**src/rtl/text_ram_scheduler_pkg.sv**
```systemverilog
// text_ram_scheduler_pkg: shared text-display constants, state and grant encodings
package text_ram_scheduler_pkg;
  localparam int unsigned ROWS = 32;
  localparam int unsigned COLS = 70;
  localparam int unsigned DEPTH = 2240;
  localparam int unsigned ADDR_W = 12;
  localparam logic [7:0] BLANK = 8'h20;
  typedef enum logic {IDLE, SWEEP} state_t;
  typedef enum logic {GRANT_KB, GRANT_OUT} grant_t;
endpackage

```
**src/rtl/text_ram_scheduler_if.sv**
```systemverilog
// text_ram_scheduler_if: requester handshakes, sweep control and text RAM write port
interface text_ram_scheduler_if;
  import text_ram_scheduler_pkg::*;
  logic cls_start, kb_req, kb_ack, out_req, out_ack, ram_wren, busy, cls_done, drop_err;
  logic [7:0] kb_ascii, kb_y, out_ascii, out_y, ram_data;
  logic [5:0] kb_x, out_x;
  logic [ADDR_W-1:0] ram_addr;
  modport master (
    output cls_start, kb_req, kb_ascii, kb_x, kb_y, out_req, out_ascii, out_x, out_y,
    input kb_ack, out_ack, ram_addr, ram_data, ram_wren, busy, cls_done, drop_err
  );
  modport slave (
    input cls_start, kb_req, kb_ascii, kb_x, kb_y, out_req, out_ascii, out_x, out_y,
    output kb_ack, out_ack, ram_addr, ram_data, ram_wren, busy, cls_done, drop_err
  );
endinterface

```
**src/rtl/text_ram_scheduler_addr_calc.sv**
```systemverilog
// text_addr_calc: row/column to linear text RAM address (x*70+y) with range check
module text_addr_calc
  import text_ram_scheduler_pkg::*;
(
  input  logic [5:0]        x,
  input  logic [7:0]        y,
  output logic [ADDR_W-1:0] addr,
  output logic              in_range
);
  always_comb begin
    addr = {x, 6'b0} + {4'b0, x, 2'b0} + {5'b0, x, 1'b0} + {4'b0, y};
    in_range = (x < 6'(ROWS)) && (y < 8'(COLS));
  end
endmodule

```
**src/rtl/text_ram_scheduler.sv**
```systemverilog
// text_ram_scheduler: round-robin text RAM write arbiter with full-screen blank sweep
module text_ram_scheduler
  import text_ram_scheduler_pkg::*;
(
  input logic                  clk,
  input logic                  clear,
  text_ram_scheduler_if.slave  bus
);
  state_t state;
  grant_t last_grant;
  logic [ADDR_W-1:0] cnt, calc_addr;
  logic kb_elig, out_elig, grant_kb, grant_out, in_range;
  logic [7:0] g_ascii, g_y;
  logic [5:0] g_x;
  always_comb begin
    kb_elig = bus.kb_req && !bus.kb_ack;
    out_elig = bus.out_req && !bus.out_ack;
    grant_kb = kb_elig && (!out_elig || last_grant == GRANT_OUT);
    grant_out = out_elig && !grant_kb;
    g_ascii = grant_kb ? bus.kb_ascii : bus.out_ascii;
    g_x = grant_kb ? bus.kb_x : bus.out_x;
    g_y = grant_kb ? bus.kb_y : bus.out_y;
  end
  text_addr_calc u_addr_calc (
    .x        (g_x),
    .y        (g_y),
    .addr     (calc_addr),
    .in_range (in_range)
  );
  always_ff @(posedge clk) begin
    if (clear) begin
      state <= IDLE;
      cnt <= '0;
      last_grant <= GRANT_OUT;
      bus.ram_addr <= '0;
      bus.ram_data <= '0;
      bus.ram_wren <= 1'b0;
      bus.kb_ack <= 1'b0;
      bus.out_ack <= 1'b0;
      bus.busy <= 1'b0;
      bus.cls_done <= 1'b0;
      bus.drop_err <= 1'b0;
    end else begin
      bus.kb_ack <= 1'b0;
      bus.out_ack <= 1'b0;
      bus.ram_wren <= 1'b0;
      bus.cls_done <= 1'b0;
      if (state == SWEEP) begin
        bus.ram_addr <= cnt;
        bus.ram_data <= BLANK;
        bus.ram_wren <= 1'b1;
        cnt <= cnt + 12'd1;
        if (cnt == ADDR_W'(DEPTH - 1)) begin
          state <= IDLE;
          cnt <= '0;
          bus.busy <= 1'b0;
          bus.cls_done <= 1'b1;
        end
      end else if (bus.cls_start) begin
        state <= SWEEP;
        cnt <= '0;
        bus.busy <= 1'b1;
      end else if (grant_kb || grant_out) begin
        bus.kb_ack <= grant_kb;
        bus.out_ack <= grant_out;
        last_grant <= grant_kb ? GRANT_KB : GRANT_OUT;
        if (!in_range) bus.drop_err <= 1'b1;
        else if (g_ascii != 8'h00) begin
          bus.ram_addr <= calc_addr;
          bus.ram_data <= g_ascii;
          bus.ram_wren <= 1'b1;
        end
      end
    end
  end
endmodule

```
**src/flat_wrapper.sv**
```systemverilog
// flat-port wrapper written by rule: the top's interface ports become plain ports
module text_ram_scheduler_flat import text_ram_scheduler_pkg::*;
  (clk, clear, bus_cls_start, bus_kb_req, bus_kb_ascii, bus_kb_x, bus_kb_y, bus_out_req, bus_out_ascii, bus_out_x, bus_out_y, bus_kb_ack, bus_out_ack, bus_ram_addr, bus_ram_data, bus_ram_wren, bus_busy, bus_cls_done, bus_drop_err);
  text_ram_scheduler_if bus_i ();
  input logic clk;
  input logic clear;
  input wire logic [$bits(bus_i.cls_start)-1:0] bus_cls_start;
  input wire logic [$bits(bus_i.kb_req)-1:0] bus_kb_req;
  input wire logic [$bits(bus_i.kb_ascii)-1:0] bus_kb_ascii;
  input wire logic [$bits(bus_i.kb_x)-1:0] bus_kb_x;
  input wire logic [$bits(bus_i.kb_y)-1:0] bus_kb_y;
  input wire logic [$bits(bus_i.out_req)-1:0] bus_out_req;
  input wire logic [$bits(bus_i.out_ascii)-1:0] bus_out_ascii;
  input wire logic [$bits(bus_i.out_x)-1:0] bus_out_x;
  input wire logic [$bits(bus_i.out_y)-1:0] bus_out_y;
  output wire logic [$bits(bus_i.kb_ack)-1:0] bus_kb_ack;
  output wire logic [$bits(bus_i.out_ack)-1:0] bus_out_ack;
  output wire logic [$bits(bus_i.ram_addr)-1:0] bus_ram_addr;
  output wire logic [$bits(bus_i.ram_data)-1:0] bus_ram_data;
  output wire logic [$bits(bus_i.ram_wren)-1:0] bus_ram_wren;
  output wire logic [$bits(bus_i.busy)-1:0] bus_busy;
  output wire logic [$bits(bus_i.cls_done)-1:0] bus_cls_done;
  output wire logic [$bits(bus_i.drop_err)-1:0] bus_drop_err;
  assign bus_i.cls_start = bus_cls_start;
  assign bus_i.kb_req = bus_kb_req;
  assign bus_i.kb_ascii = bus_kb_ascii;
  assign bus_i.kb_x = bus_kb_x;
  assign bus_i.kb_y = bus_kb_y;
  assign bus_i.out_req = bus_out_req;
  assign bus_i.out_ascii = bus_out_ascii;
  assign bus_i.out_x = bus_out_x;
  assign bus_i.out_y = bus_out_y;
  assign bus_kb_ack = bus_i.kb_ack;
  assign bus_out_ack = bus_i.out_ack;
  assign bus_ram_addr = bus_i.ram_addr;
  assign bus_ram_data = bus_i.ram_data;
  assign bus_ram_wren = bus_i.ram_wren;
  assign bus_busy = bus_i.busy;
  assign bus_cls_done = bus_i.cls_done;
  assign bus_drop_err = bus_i.drop_err;
  text_ram_scheduler u_core (.clk(clk), .clear(clear), .bus(bus_i));
endmodule
```
**config.mk**
```make
export PLATFORM = sky130hd
export DESIGN_NAME = text_ram_scheduler_flat
export DESIGN_NICKNAME = d
export VERILOG_FILES = /design/src/rtl/text_ram_scheduler_pkg.sv /design/src/rtl/text_ram_scheduler_if.sv /design/src/rtl/text_ram_scheduler_addr_calc.sv /design/src/rtl/text_ram_scheduler.sv /design/src/flat_wrapper.sv
export SDC_FILE = /design/constraint.sdc
export NUM_CORES = 1
export LEC_CHECK = 0
export ABC_AREA = 1
export CELL_PAD_IN_SITES_DETAIL_PLACEMENT = 0
export CELL_PAD_IN_SITES_GLOBAL_PLACEMENT = 1
export CORE_ASPECT_RATIO = 1.5
export CORE_MARGIN = 3
export CORE_UTILIZATION = 31
export DETAILED_ROUTE_END_ITERATION = 16
export GPL_ROUTABILITY_DRIVEN = 1
export PLACE_DENSITY_LB_ADDON = 0.25
export REMOVE_ABC_BUFFERS = 1
export SLEW_MARGIN = 20
export SYNTH_ARGS = -nofsm -noshare
export SYNTH_HDL_FRONTEND = slang
export SYNTH_SLANG_ARGS = --single-unit
```
**constraint.sdc**
```tcl
create_clock -name clk -period 3.58 [get_ports clk]
set_input_delay 0.358 -clock clk [delete_from_list [all_inputs] [get_ports clk]]
set_output_delay 0.358 -clock clk [all_outputs]
set_load 0.02 [all_outputs]
```
* Word level (Yosys, flattened, before mapping) *
Index checks and enable logic that the tools add are counted.

storage, ports and cells
  input port bits = 49
  bits in registers = 40
  word-level logic and storage cells = 78
  output and inout port bits = 26

cells by class
  reductions and logical operators = 24
  bitwise operators = 4
  equal/unequal tests = 3
  magnitude comparators = 2
  $add $sub $neg = 4
  multiplexer cells = 29

operator list
  kind                   number
  $mux 12                8
  $mux 6                 6
  $add 12x8->12          2
  $mux 8                 2
  $mux 1                 13
  $add 12x1->12 const B  1
  $add 12x7->12          1
  $eq 12x12->1 const B   1
  $reduce_and 4->1       3
  $lt 8x7->1 const B     1
  $reduce_bool 2->1      4
  $reduce_bool 8->1      1
  $lt 6x6->1 const B     1
  $logic_and 1x1->1      5
  $logic_not 1->1        4
  $not 1->1              4
  $reduce_or 2->1        2
  $reduce_or 4->1        1
  $reduce_and 3->1       1
  $logic_or 1x1->1       2
  $ne 2x1->1 const B     1
  $ne 2x2->1 const B     1
  $reduce_and 2->1       1

* Depth between registers and ports, before layout *
  depth in word-level cells = 14
  gate-level depth with buffers = 28
  gate-level depth less buffers = 26

* By module *
Synthesis repeated with hierarchy kept, for this count alone.

second synthesis, totals
  cell total of the unflattened synthesis = 477
  area total of the unflattened synthesis = 3,074.2 um^2

modules (own cells, without submodules)
  module              area an instance (um^2)  cells an instance  seq. area each (um^2)  times used
  text_ram_scheduler  2,366.0                  372                800.8                  1
  text_addr_calc      708.2                    105                0.0                    1

* Least setup slack after synthesis *
No wires, ideal clock.

  path type = register to register
  start = register u_core.bus.out_ack
  end = register u_core.bus.ram_addr[9]
  arrival time = 3.682 ns
  library setup time = 0.139 ns
  buffers on the path = 2
  setup slack = -0.241 ns
  period minus slack after synthesis = 3.821 ns
  data required time = 3.441 ns
  stages on the path, launching flop included = 21
  path through = dfxtp_1 inv_2 nand3_2 nand2_4 buf_6 clkbuf_1 o21ai_0 inv_1 fa_1 ha_1 ha_1 fa_1 nand3_1 nand2_1 nand2_1 nand2_1 or2_2 nand3_1 o21ai_0 nand2_1 a21oi_2

between the ends
  cells in the longest elaborated chain, start to end = 14
  elaborated cells on any way between the ends = 27
  classes of those cells = 3 x add/sub; 2 x order compare; 8 x mux; 14 x reduce/logical

ends and longest elaborated chain
  what                    RTL line                            RTL
  start, declared         text_ram_scheduler_if.sv:14         output kb_ack, out_ack, ram_addr, ram_data, ram_wren, busy, cls_done, drop_err
  start signal, assigned  text_ram_scheduler.sv:65            bus.out_ack <= grant_out;
  $logic_not 1->1 (*)     text_ram_scheduler.sv:17            out_elig = bus.out_req && !bus.out_ack;
  $logic_and 1x1->1 (*)   text_ram_scheduler.sv:17
  $logic_not 1->1         text_ram_scheduler.sv:18            grant_kb = kb_elig && (!out_elig || last_grant == GRANT_OUT);
  $logic_or 1x1->1        text_ram_scheduler.sv:18
  $logic_and 1x1->1       text_ram_scheduler.sv:18
  $mux 6                  text_ram_scheduler.sv:21            g_x = grant_kb ? bus.kb_x : bus.out_x;
  $add 12x8->12           text_ram_scheduler_addr_calc.sv:11  addr = {x, 6'b0} + {4'b0, x, 2'b0} + {5'b0, x, 1'b0} + {4'b0, y};
  $add 12x7->12           text_ram_scheduler_addr_calc.sv:11
  $add 12x8->12           text_ram_scheduler_addr_calc.sv:11
  $mux 12                 text_ram_scheduler.sv:68            else if (g_ascii != 8'h00) begin
  $mux 12                 text_ram_scheduler.sv:67            if (!in_range) bus.drop_err <= 1'b1;
  $mux 12                 text_ram_scheduler.sv:63            end else if (grant_kb || grant_out) begin
  $mux 12                 text_ram_scheduler.sv:59            end else if (bus.cls_start) begin
  $mux 12                 text_ram_scheduler.sv:48            if (state == SWEEP) begin
  end signal, assigned    text_ram_scheduler.sv:49            bus.ram_addr <= cnt;
  end signal, assigned    text_ram_scheduler.sv:69            bus.ram_addr <= calc_addr;
  end, declared           text_ram_scheduler_if.sv:14

Mark *: on every way between the ends. The rest lies on a longest branch, timed or not. The select of a mux whose other input is x is not followed.
A chain may end at the register's enable or synchronous reset.

* Final worst setup path *
Same ends and word-level chain as after synthesis.

==> results_dict.tcl <==
set metrics [dict create \
    fin_util 0.468 \
    combPwrFrac 0.447 \
    use_met2 0.302 \
    reg2reg_depth 20 \
    cp.required_ps 3750 \
    synth_edf_count 0 \
    ioPinCount 75 \
    use_met3 0.0271 \
    drt-initial-drc-count 90 \
    antenna_found_initial 0 \
    num_vias 2949 \
    finalMaxSlewViolations 0 \
    endpoint_kind "flop" \
    grt_remaining_overflow 0 \
    tightestPinTransition_ps 997 \
    powerDensity_nw_per_um2 438 \
    grt_max_degree 30 \
    hold_buffers 0 \
    synth.most_common_cell "nand2_1" \
    seq_area_frac_synth 0.276 \
    routabilityCongestion 0.802 \
    finalCritPeriodShare 0.952 \
    cts_root_buf "clkbuf_16" \
    p_seq_frac 0.275 \
    drc 0 \
    rows 42 \
    grt-busiest-layer "met2" \
    die_h_um 125 \
    r2r_slack_ps 170 \
    hold_path_class "flop to flop" \
    rr_endpoint "u_core.bus.ram_addr[9]$_SDFFE_PP0P_" \
    path_cells "inv_2 > nand3_4 > nand2_4 > inv_1 > or2_2 > o21ai_0 > inv_1 > fa_1 > ha_1 > ha_2 > fa_2 > nand3_1 > nand2_2 > nand2_1 > nand2_1 > or2_2 > nand3_1 > o21ai_0 > nand2_1 > a21oi_2" \
    max_slew_margin 0.335 \
    synth.cell_area_um2 2910 \
    hold_end "u_core.bus.ram_addr[11]$_SDFFE_PP0P_" \
    cp_common_cell "nand2_1" \
    min-delay-start "u_core.bus.ram_addr[11]$_SDFFE_PP0P_" \
    reg2reg_from "u_core.bus.out_ack$_SDFF_PP0_" \
    grt_pass1_vias 2971 \
    drive_gt1_frac 0.179 \
    postRouteAntennaNets 0 \
    portBuffers 74 \
    setup_violations 0 \
    cts_buffers 5 \
    timing.fmax_mhz 294 \
    first_pass_iters 4 \
    clock_sink_count 40 \
    cp_slowest_cell "fa_1" \
    cts_tree "done" \
    avgViaCountPerCell 4.69 \
    cp_max_fo 3 \
    path_buf_inv 3 \
    ir_drop_mv 0.224 \
    clk_pin_slew_ps 60 \
    finClkSkew_ps 6.87 \
    grt_usage 0.164 \
    cts_buffer_depth 2 \
    min_path_cells 2 \
    ys_seq_elements 40 \
    netSwitchingPower_uw 627 \
    synth.avg_cell_area_um2 6.97 \
    synth.largest_area_cell "dfxtp_1" \
    outcome "finished, final reports clean" \
    cpLargestDelayFamily "adder cells" \
    area_delta_synth_final_pct 44.9 \
    fin_nets 590 \
    design_area_um2 4210 \
    internal_power_mw 1.22 \
    min_period_ps 3410 \
    max_stage_delay_ps 470 \
    synth_area_leaders "dfxtp_1, nand2_1, inv_1" \
    final-seq-area_um2 803 \
    whs_ps 478 \
    synth_commonest_cells "nand2_1, inv_1, dfxtp_1" \
    post_drt_wl_per_cell_um 13.6 \
    synth_cells 417 \
    grt_use_met1 0.188 \
    grt_pass1_wl_mm 14.1 \
    cp_num_cells 20 \
    die_area_um2 10600 \
    yosys_warnings 0 \
    multi_input_area_um2 1850 \
    cts_max_level 2 \
    ys_async_sr_fraction 0 \
    arrival_ps 3580 \
    clockPowerShare 0.278 \
    netlist.area_leader.share 0.276 \
    synth_cell_type_count 35 \
    top_regs "u_core.bus.ram_addr: 12 flops, u_core.cnt: 12 flops, u_core.bus.ram_data: 8 flops" \
    leakagePower_nw 1.87 \
    antenna_cells 0 \
    critPathLaunchType "flop" \
    detailed_place_hpwl_mm 6.71 \
    power.share.switching 0.340 \
    worstSetupPathType "flop to flop" \
    fp.dieW_um 85.0 \
    hold_viol_final 0 \
    clkLatencyLatePin_ps 290 \
    core_um2 8990 \
    drv_cap 0 \
    drt-total-wl_mm 8.56 \
    synth_top_flop_cell "dfxtp_1" \
    start_util 0.323 \
    post_dp_cell_area_um2 3910 \
    fill_cells 952 \
]
power by group through the flow:
stage	Sequential, mW	Clock (mW)	Combinational, mW
finish	0.507	0.512	0.824
global route	0.511	0.542	0.925
CTS	0.507	0.525	0.813
detailed placement	0.516	0	0.773
floorplan	0.547	0	0.418
global placement	0.516	0	0.772
per-layer routing:
layer | up-vias | wire length [µm]
li1 | 1535 | -
met1 | 1355 | 3570
met2 | 52 | 4500
met3 | 7 | 358
met4 | 0 | 129
met5 | - | 0
cell usage in the layout, fill, tap and decap left out, types with 6 or more instances in the layout:
| cell | synthesis | routed |
|---|---|---|
| nand2_1 | 116 | 114 |
| clkdlybuf4s50_1 | 0 | 72 |
| inv_1 | 58 | 55 |
| dfxtp_1 | 40 | 38 |
| nor2_1 | 35 | 35 |
| buf_4 | 1 | 31 |
| o21ai_0 | 20 | 17 |
| nand3_1 | 17 | 17 |
| ha_1 | 17 | 14 |
| a21oi_1 | 15 | 13 |
| nand3b_1 | 13 | 13 |
| a21oi_2 | 8 | 10 |
| nand3_2 | 9 | 8 |
| inv_2 | 3 | 6 |
final cells by class:
type	count	area share
inverters	61	0.0544
clock buffers	5	0.0297
repair buffers	108	0.243
multi-input cells	302	0.439
well taps	110	0.0327
flip-flops and latches	40	0.191
clock inverters	3	0.0101
worst max path at each step:
stage | start | end | slack (ps)
after global placement | bus_kb_req | u_core.bus.ram_addr[9]$_SDFFE_PP0P_ | -570
after global routing | u_core.bus.out_ack$_SDFF_PP0_ | u_core.bus.ram_addr[11]$_SDFFE_PP0P_ | -7
after CTS | bus_kb_req | u_core.bus.ram_addr[9]$_SDFFE_PP0P_ | -20
after detailed placement | bus_kb_req | u_core.bus.ram_addr[9]$_SDFFE_PP0P_ | -560
final | u_core.bus.out_ack$_SDFF_PP0_ | u_core.bus.ram_addr[9]$_SDFFE_PP0P_ | 170
after floorplan | u_core.bus.out_ack$_SDFF_PP0_ | u_core.bus.ram_addr[9]$_SDFFE_PP0P_ | -350
through the flow:
step	power, mW	setup TNS (ps)	setup WS (ps)	cells
detailed placement	1.29	-2680	-563	616
global placement	1.29	-2810	-572	616
global route	1.98	-6.58	-6.58	629
finish	1.84	0	173	629
floorplan	0.965	-669	-351	403
CTS	1.85	-16.0	-16.0	626
repair_timing:
item                       4_1_cts  5_1_grt
resized for setup                9       18
setup buffers                    2        3
pin swaps                        3       11
setup endpoints to repair        5        6
logic make-up after synthesis:
family	synth area share
AO/OA/AOI/OAI	0.134
AND/OR/NAND/NOR	0.337
flip-flops	0.276
adder cells (fa/ha/maj)	0.115
buffers and inverters	0.112
XOR/XNOR	0.0271
tightest hold or removal path, stage by stage (launching register included):
cell and delay, ps:
dfxtp_1 320, nand3_2 70, a21oi_2 40
Power figures use the tool's default switching activity.
